## src/rtl/ps2_keys_pkg.sv

```systemverilog
// Shared constants for the PS/2 game-key tracker.
// Scancodes, key indices and the scancode-to-key lookup.
package ps2_keys_pkg;

    localparam int NUM_KEYS = 8;
    localparam int EV_W     = 9;
    localparam int REL_BIT  = 8;

    localparam logic [7:0] SC_W     = 8'h1D;
    localparam logic [7:0] SC_A     = 8'h1C;
    localparam logic [7:0] SC_S     = 8'h1B;
    localparam logic [7:0] SC_D     = 8'h23;
    localparam logic [7:0] SC_SPACE = 8'h29;
    localparam logic [7:0] SC_ENTER = 8'h5A;
    localparam logic [7:0] SC_ESC   = 8'h76;
    localparam logic [7:0] SC_P     = 8'h4D;

    localparam int KEY_W     = 0;
    localparam int KEY_A     = 1;
    localparam int KEY_S     = 2;
    localparam int KEY_D     = 3;
    localparam int KEY_SPACE = 4;
    localparam int KEY_ENTER = 5;
    localparam int KEY_ESC   = 6;
    localparam int KEY_P     = 7;

    typedef struct packed {
        logic       hit;
        logic [2:0] idx;
    } key_hit_t;

    function automatic key_hit_t key_lookup(input logic [7:0] sc);
        key_hit_t r;
        r.hit = 1'b1;
        r.idx = 3'd0;
        case (sc)
            SC_W:     r.idx = 3'(KEY_W);
            SC_A:     r.idx = 3'(KEY_A);
            SC_S:     r.idx = 3'(KEY_S);
            SC_D:     r.idx = 3'(KEY_D);
            SC_SPACE: r.idx = 3'(KEY_SPACE);
            SC_ENTER: r.idx = 3'(KEY_ENTER);
            SC_ESC:   r.idx = 3'(KEY_ESC);
            SC_P:     r.idx = 3'(KEY_P);
            default:  r.hit = 1'b0;
        endcase
        return r;
    endfunction

endpackage

```

## src/rtl/ps2_event_fifo.sv

```systemverilog
// First-word-fall-through event FIFO with wrap-bit pointers.
// A push into a full FIFO is accepted only if a pop frees a slot that cycle.
module ps2_event_fifo #(
    parameter int DEPTH = 8,
    parameter int W     = 9
) (
    input  logic         clk,
    input  logic         rst,
    input  logic         push,
    input  logic [W-1:0] din,
    input  logic         pop,
    output logic [W-1:0] dout,
    output logic         empty,
    output logic         full
);

    localparam int AW = $clog2(DEPTH);

    logic [AW:0]  r_wptr;
    logic [AW:0]  r_rptr;
    logic [W-1:0] r_mem [DEPTH];
    logic         w_pop;
    logic         w_push;

    assign empty  = (r_wptr == r_rptr);
    assign full   = (r_wptr[AW] != r_rptr[AW]) &&
                    (r_wptr[AW-1:0] == r_rptr[AW-1:0]);
    assign w_pop  = pop & ~empty;
    assign w_push = push & (~full | w_pop);
    assign dout   = empty ? '0 : r_mem[r_rptr[AW-1:0]];

    always_ff @(posedge clk or posedge rst) begin
        if (rst) begin
            r_wptr <= '0;
            r_rptr <= '0;
        end else begin
            if (w_push) r_wptr <= r_wptr + 1'b1;
            if (w_pop)  r_rptr <= r_rptr + 1'b1;
        end
    end

    always_ff @(posedge clk) begin
        if (w_push) r_mem[r_wptr[AW-1:0]] <= din;
    end

endmodule

```

## src/rtl/ps2_key_tracker.sv

```systemverilog
// Turns the strobeless PS/2 scan word into events by change detection,
// tracks held game keys and queues events for the game logic.
module ps2_key_tracker
    import ps2_keys_pkg::*;
#(
    parameter int FIFO_DEPTH = 8,
    parameter bit MAP_ONLY   = 1'b0
) (
    input  logic            clk,
    input  logic            rst,
    input  logic [EV_W-1:0] ps2_code,
    input  logic            ev_pop,
    input  logic            clr_ovf,
    output logic            ev_valid,
    output logic [EV_W-1:0] ev_data,
    output logic [7:0]      key_state,
    output logic            any_key,
    output logic            ovf
);

    logic [EV_W-1:0]     r_code;
    logic [EV_W-1:0]     r_prev;
    logic [NUM_KEYS-1:0] r_keys;
    logic                r_ovf;
    key_hit_t            w_key;
    logic                w_evt;
    logic                w_push;
    logic                w_pop;
    logic                w_drop;
    logic                w_full;
    logic                w_empty;

    assign w_evt  = (r_code != r_prev);
    assign w_key  = key_lookup(r_code[7:0]);
    assign w_push = w_evt & (w_key.hit | ~MAP_ONLY);
    assign w_pop  = ev_pop & ~w_empty;
    // a same-cycle pop frees the slot, so only a pop-less push is lost
    assign w_drop = w_push & w_full & ~w_pop;

    always_ff @(posedge clk or posedge rst) begin
        if (rst) begin
            r_code <= '0;
            r_prev <= '0;
        end else begin
            r_code <= ps2_code;
            r_prev <= r_code;
        end
    end

    always_ff @(posedge clk or posedge rst) begin
        if (rst) begin
            r_keys <= '0;
        end else if (w_evt && w_key.hit) begin
            r_keys[w_key.idx] <= ~r_code[REL_BIT];
        end
    end

    always_ff @(posedge clk or posedge rst) begin
        if (rst)          r_ovf <= 1'b0;
        else if (w_drop)  r_ovf <= 1'b1;
        else if (clr_ovf) r_ovf <= 1'b0;
    end

    ps2_event_fifo #(
        .DEPTH (FIFO_DEPTH),
        .W     (EV_W)
    ) u_fifo (
        .clk   (clk),
        .rst   (rst),
        .push  (w_push),
        .din   (r_code),
        .pop   (ev_pop),
        .dout  (ev_data),
        .empty (w_empty),
        .full  (w_full)
    );

    assign ev_valid  = ~w_empty;
    assign key_state = r_keys;
    assign any_key   = |r_keys;
    assign ovf       = r_ovf;

endmodule

```

## config.mk

```make
export PLATFORM = sky130hd
export DESIGN_NAME = ps2_key_tracker
export DESIGN_NICKNAME = d
export VERILOG_FILES = /design/src/rtl/ps2_keys_pkg.sv /design/src/rtl/ps2_event_fifo.sv /design/src/rtl/ps2_key_tracker.sv
export SDC_FILE = /design/constraint.sdc
export NUM_CORES = 1
export LEC_CHECK = 0
export ABC_AREA = 1
export CAP_MARGIN = 25
export CORE_MARGIN = 5
export CORE_UTILIZATION = 39
export DETAILED_ROUTE_END_ITERATION = 10
export HOLD_SLACK_MARGIN = 0.02
export SLEW_MARGIN = 30
export SYNTH_ARGS = -nofsm -noshare
export SYNTH_HDL_FRONTEND = slang
export SYNTH_SLANG_ARGS = --single-unit
```

## constraint.sdc

```tcl
create_clock -name clk -period 2.89 [get_ports clk]
set_clock_uncertainty 0.15 [all_clocks]
set_input_delay 0.289 -clock clk [delete_from_list [all_inputs] [get_ports clk]]
set_output_delay 0.289 -clock clk [all_outputs]
set_load 0.01 [all_outputs]
```

# --- Yosys cells after proc, flatten, opt, wreduce, memory -nomap -nowiden ---
# Memory sizes are Yosys's and may differ from the RTL's.
# Index checks and enable logic that the tools add are counted.
totals:
  register_bits: 35
  ram_bits: 72
  in_bits: 13
  out_inout_bits: 20
  mem_count: 1
op_classes:
  n_addsub: 2
  magnitude_cmp: 2
  eq_ne: 12
  muxes: 10
  bitwise_logic: 9
  n_reduce_logical: 6
memory_table:
  columns: ["memory", "words", "width", "read_ports", "rd_ports_with_merged_regs", "wr", "line_no", "rtl"]
  rows:
  - ["u_fifo.r_mem", 8, 9, 1, 0, 1, "ps2_event_fifo.sv:21", "logic [W-1:0] r_mem [DEPTH];"]
ops:
  columns: ["cell", "count"]
  rows:
  - ["$eq 8x5->1 const B", 3]
  - ["$eq 8x7->1 const B", 3]
  - ["$pmux 3 s7", 1]
  - ["$eq 8x6->1 const B", 2]
  - ["$reduce_or 8->1", 2]
  - ["$mux 9", 1]
  - ["$ne 9x9->1", 1]
  - ["$add 4x1->4 const B", 2]
  - ["$bwmux 8", 1]
  - ["$mux 1", 6]
  - ["$and 1x1->1", 4]
  - ["$eq 4x4->1", 1]
  - ["$lt 3x4->1 const B", 1]
  - ["$not 1->1", 4]
  - ["$demux 1 s3", 1]
  - ["$eq 3x3->1", 1]
  - ["$ge 3x1->1 const B", 1]
  - ["$logic_and 1x1->1", 3]
  - ["$reduce_bool 2->1", 1]
  - ["$ne 1x1->1", 1]
  - ["$or 1x1->1", 1]

# --- Longest topological paths before layout ---
# Gate-level depths: netlist of run 1.
logic_depth:
  ltp_word: 7
  depth_mapped: 10

# --- Modules after synthesis ---
# A second synthesis of run 1 with hierarchy kept.
unflattened:
  hier_cells: 453
  hier_area_um2: 4683.2
by_module_without_submodules:
  columns: ["mod", "instances", "cells_each", "area_each_um2", "seq_area_each_um2"]
  rows:
  - ["ps2_event_fifo", 1, 293, 3410.8, 2362.3]
  - ["ps2_key_tracker", 1, 160, 1272.5, 675.6]

# --- Worst setup path after synthesis of run 1 ---
# Ideal clock, no wire load.
synth_timing:
  path_kind: "register to register"
  startpoint: "reg r_code[8]"
  endpoint: "mem u_fifo.r_mem[1][0], enable pin"
  setup_time_ns: 0.374
  arrival_time_ns: 1.522
  required_time_ns: 2.366
  path_slack_ns: 0.844
  stages_incl_launch_ff: 11
  period_less_slack_ns: 2.046
  cell_sequence: "dfrtp_1 > inv_2 > nand2_1 > nand2_1 > nand3_2 > nor2_2 > nand2_4 > nand2_4 > inv_1 > nand2_1 > nor2_1"
synth_via:
  elab_chain_cells: 4
synth_lines:
  columns: ["item", "line_no", "rtl"]
  rows:
  - ["start: declaration", "ps2_key_tracker.sv:21", "logic [EV_W-1:0] r_code;"]
  - ["start signal: assignment", "ps2_key_tracker.sv:45", "r_code <= ps2_code;"]
  - ["$ne 9x9->1", "ps2_key_tracker.sv:33", "assign w_evt = (r_code != r_prev);"]
  - ["$and 1x1->1", "ps2_event_fifo.sv:29", "assign w_push = push & (~full | w_pop);"]
  - ["$mux 1", "ps2_event_fifo.sv:43", "if (w_push) r_mem[r_wptr[AW-1:0]] <= din;"]
  - ["$mux 1 (implied by the code)", "ps2_event_fifo.sv:43", null]
  - ["end: declaration", "ps2_event_fifo.sv:21", null]
# Every way passes these cells.

# --- Worst setup path after layout of run 1 ---
layout_timing:
  startpoint: "reg u_fifo.r_rptr[1]"
  endpoint: "out ev_data[4]"
layout_via:
  elab_chain_cells: 2
  word_cells_on_any_way: 3
  classes_between: "1 x eq/ne; 1 x mux; 1 x memory"
layout_lines:
  columns: ["item", "line_no", "rtl"]
  rows:
  - ["start: declaration", "ps2_event_fifo.sv:20", "logic [AW:0] r_rptr;"]
  - ["start signal: assignment", "ps2_event_fifo.sv:38", "if (w_pop) r_rptr <= r_rptr + 1'b1;"]
  - ["$mem_v2 8x9 or $eq 4x4->1 (tied branches)", null, null]
  - ["$mux 9 *", "ps2_event_fifo.sv:30", "assign dout = empty ? '0 : r_mem[r_rptr[AW-1:0]];"]
  - ["end: declaration", "ps2_key_tracker.sv:15", "output logic [EV_W-1:0] ev_data,"]
# Every way passes the cells marked *; elsewhere a longest branch is shown, timed or not.

==> impl_metrics.json, run 1 <==
{
  "drcViolationCount": 0,
  "portBuffers": 32,
  "end_kind": "output pin",
  "cts-root-buf": "clkbuf_16",
  "grt_pass1_wl_um": 15700,
  "power_density_mw_per_mm2": 994,
  "finalHoldViolCount": 0,
  "dieArea_mm2": 0.0140,
  "power_leakage_nw": 2.19,
  "die_y_um": 118,
  "cts_htree_levels": 3,
  "crit_required_ns": 2.45,
  "io_pins": 33,
  "internal_power_mw": 3.53,
  "cts_buffer_depth": 2,
  "grt_max_degree": 36,
  "synth_top_family_by_area": "simple AND/OR/NAND/NOR gates",
  "setup-violations-final": 0,
  "seqPwrFrac": 0.411,
  "hold_class": "in2async",
  "antenna_cells": 0,
  "area_growth_pct": 18.8,
  "cts_tree": "yes",
  "crit_fanout": 10,
  "antenna_found_initial": 0,
  "yosys.area.top_type": "edfxtp_1",
  "start_kind": "flop",
  "worstSetupPathType": "reg2out",
  "wire_per_inst_um": 15.0,
  "viasPerCell": 4.95,
  "num_vias": 3124,
  "fillCellCount": 1079,
  "clk_pin_slew_ns": 0.07,
  "yosys.area_share.xor_xnor": 0.0192,
  "yosysWarnings": 0,
  "muxShareOfSynthArea": 0,
  "synth-compound-area-share": 0.0781,
  "drt_iter0_drc": 144,
  "synth_seq_cells": 107,
  "clock_sinks": 107,
  "syn-instance-count": 437,
  "synth-adder-area-share": 0.00548,
  "track_usage": 0.140,
  "grt_pass1_vias": 3118,
  "p_sw_mw": 1.86,
  "gp_congestion": 0.807,
  "die_w_um": 118,
  "wl_um": 9470,
  "fmax_ghz": 0.365,
  "rows": 39,
  "hold_buffers": 0,
  "nets": 498,
  "whs_ns": 0.193,
  "synth_nets": 452,
  "worstMarginPinSlew_ns": 0.565,
  "ys_types": 26,
  "numCtsBuffers": 9,
  "max_slew_margin": 0.623,
  "power_frac_comb": 0.366,
  "first_pass_iters": 4,
  "setup_tns_ns": 0,
  "status": "complete, no violations",
  "overflow": 0,
  "rsz0062_at_grt": "no",
  "syn-mean-instance-area_um2": 10.4,
  "dpl.hpwl_um": 6360,
  "vdd_drop_max_uv": 706,
  "synth_simple_gate_area_share": 0.187,
  "maxCapViolations": 0,
  "synth.area.top_cells": "edfxtp_1 (47%), dfrtp_1 (19%), nor2_1 (6.9%), nand2_1 (6.6%), o21ai_0 (6.0%)",
  "antenna_left": 0,
  "netlist.area_leader.share": 0.474,
  "period_share": 0.947,
  "ys_seq_area_frac": 0.666,
  "fin_crit_ns": 2.74,
  "p_sw_frac": 0.345,
  "drv_slew": 0,
  "core_area_mm2": 0.0115,
  "power_frac_clock": 0.223,
  "crit_arrival_ns": 2.30,
  "drive_above_1_share": 0.105,
  "initial_core_util": 0.398,
  "syn-cell-area_mm2": 0.00456,
  "insertion_delay_ns": 0.34
}
==> placed cells by master, fill, tap and decap left out, types with 6 or more instances in the layout <==
cell type | Yosys | routed
nor2_1 | 84 | 84
nand2_1 | 80 | 79
edfxtp_1 | 72 | 72
o21ai_0 | 55 | 55
dfrtp_1 | 35 | 34
clkdlybuf4s50_1 | 0 | 32
inv_1 | 26 | 26
buf_4 | 4 | 15
nand3_1 | 12 | 12
nand4_1 | 10 | 10
a31oi_1 | 9 | 9
clkbuf_16 | 0 | 9
xnor2_1 | 7 | 7
nor2_2 | 6 | 6
==> metrics by stage <==
step	instances	power, mW	worst slack, ns	util	area, um^2
2_1_floorplan	437	3.39	0.844	-	4560
4_1_cts	631	5.44	0.0226	0.472	5410
6_report	631	5.39	0.152	0.473	5420
5_1_grt	631	5.76	0.0121	0.473	5420
3_3_place_gp	615	4.19	0.385	0.446	5110
3_5_place_dp	615	4.22	0.355	0.446	5110
==> kinds of logic (layout without fill, tap and decap cells) <==
logic type                 after synthesis  in the layout
adders and majority gates                2              2
DFF                                    107            107
xor gates and xnor gates                10             10
buffers and inverters                   47             98
and+or+nand+nor                        202            202
AOI/OAI and AO/OA                       69             69
==> Yosys cell counts, drive strengths merged <==
cell    instances
inv            31
dfrtp          35
nand3          13
edfxtp         72
or2             1
nor2           90
nand4          10
xnor2           7
ha              2
a31oi           9
nor3            1
nand2          85
clkinv          2
o21ai          60
clkbuf          5
nor4            2
xor2            3
buf             9
==> layer usage <==
layer,up-vias,wire (um),track usage
met4,0,125,0.0452
met3,10,256,0.0239
met1,1503,4530,0.192
met5,-,0,0
met2,45,4560,0.228
li1,1566,-,-
==> power by group through the flow <==
stage / clock network (mW) / registers (mW) / logic [mW]
detailed placement: 0 / 2.24 / 1.98
floorplan: 0 / 2.18 / 1.21
global route: 1.28 / 2.26 / 2.22
CTS: 1.23 / 2.21 / 2.00
global placement: 0 / 2.23 / 1.96
finish: 1.20 / 2.22 / 1.97
==> registers in the layout, indices dropped and copies added (netlist names) <==
register       cells
r_prev             9
u_fifo.r_mem      72
u_fifo.r_rptr      4
r_code             9
u_fifo.r_wptr      4
key_state          8
ovf                1
==> timing repair <==
item | in CTS | in global routing
endpoints found under the hold margin | 0 | 0
setup endpoints to repair | 3 | 9
setup buffers | 0 | 0
resized for setup | 2 | 5
==> critical path, stage by stage, from the launching register on <==
cell	delay, ns
dfrtp_1	0.42
clkinv_1	0.37
nor2_1	0.19
o21ai_0	0.12
a31oi_1	0.28
clkdlybuf4s50_1	0.59
==> worst paths after layout <==
kind	start	end	slack, ns	cells past startpoint
max	u_fifo.r_rptr[1]	ev_data[4]	0.15	5
min	rst	r_code[6]	0.19	3
max reg2reg	r_code[3]	u_fifo.r_mem[4][0]	0.40	8
min reg2reg	key_state[3]	key_state[3]	0.35	2
max in group asynchronous	rst	u_fifo.r_rptr[0]	2.05	3
min in group clk	ps2_code[1]	r_code[1]	0.23	1
==> final cells by class <==
class	count	area, um^2	share of cell area
clock buffer	9	225	0.0415
sequential	107	3040	0.560
clock inverter	7	67.6	0.0125
tap	143	179	0.0330
timing repair buffer	49	459	0.0847
inverter	33	129	0.0238
multi-input combinational	283	1330	0.244
(Power assumes the default switching activity.)
==> run 2, diff against run 1 <==
--- a/config.mk
+++ b/config.mk
@@ -11,6 +11,7 @@
 export CORE_UTILIZATION = 39
 export DETAILED_ROUTE_END_ITERATION = 10
 export HOLD_SLACK_MARGIN = 0.02
+export SKIP_CTS_REPAIR_TIMING = 1
 export SLEW_MARGIN = 30
 export SYNTH_ARGS = -nofsm -noshare
 export SYNTH_HDL_FRONTEND = slang
==> results of run 2 <==
Final layout, timing and power as in run 1 (identical DEF).
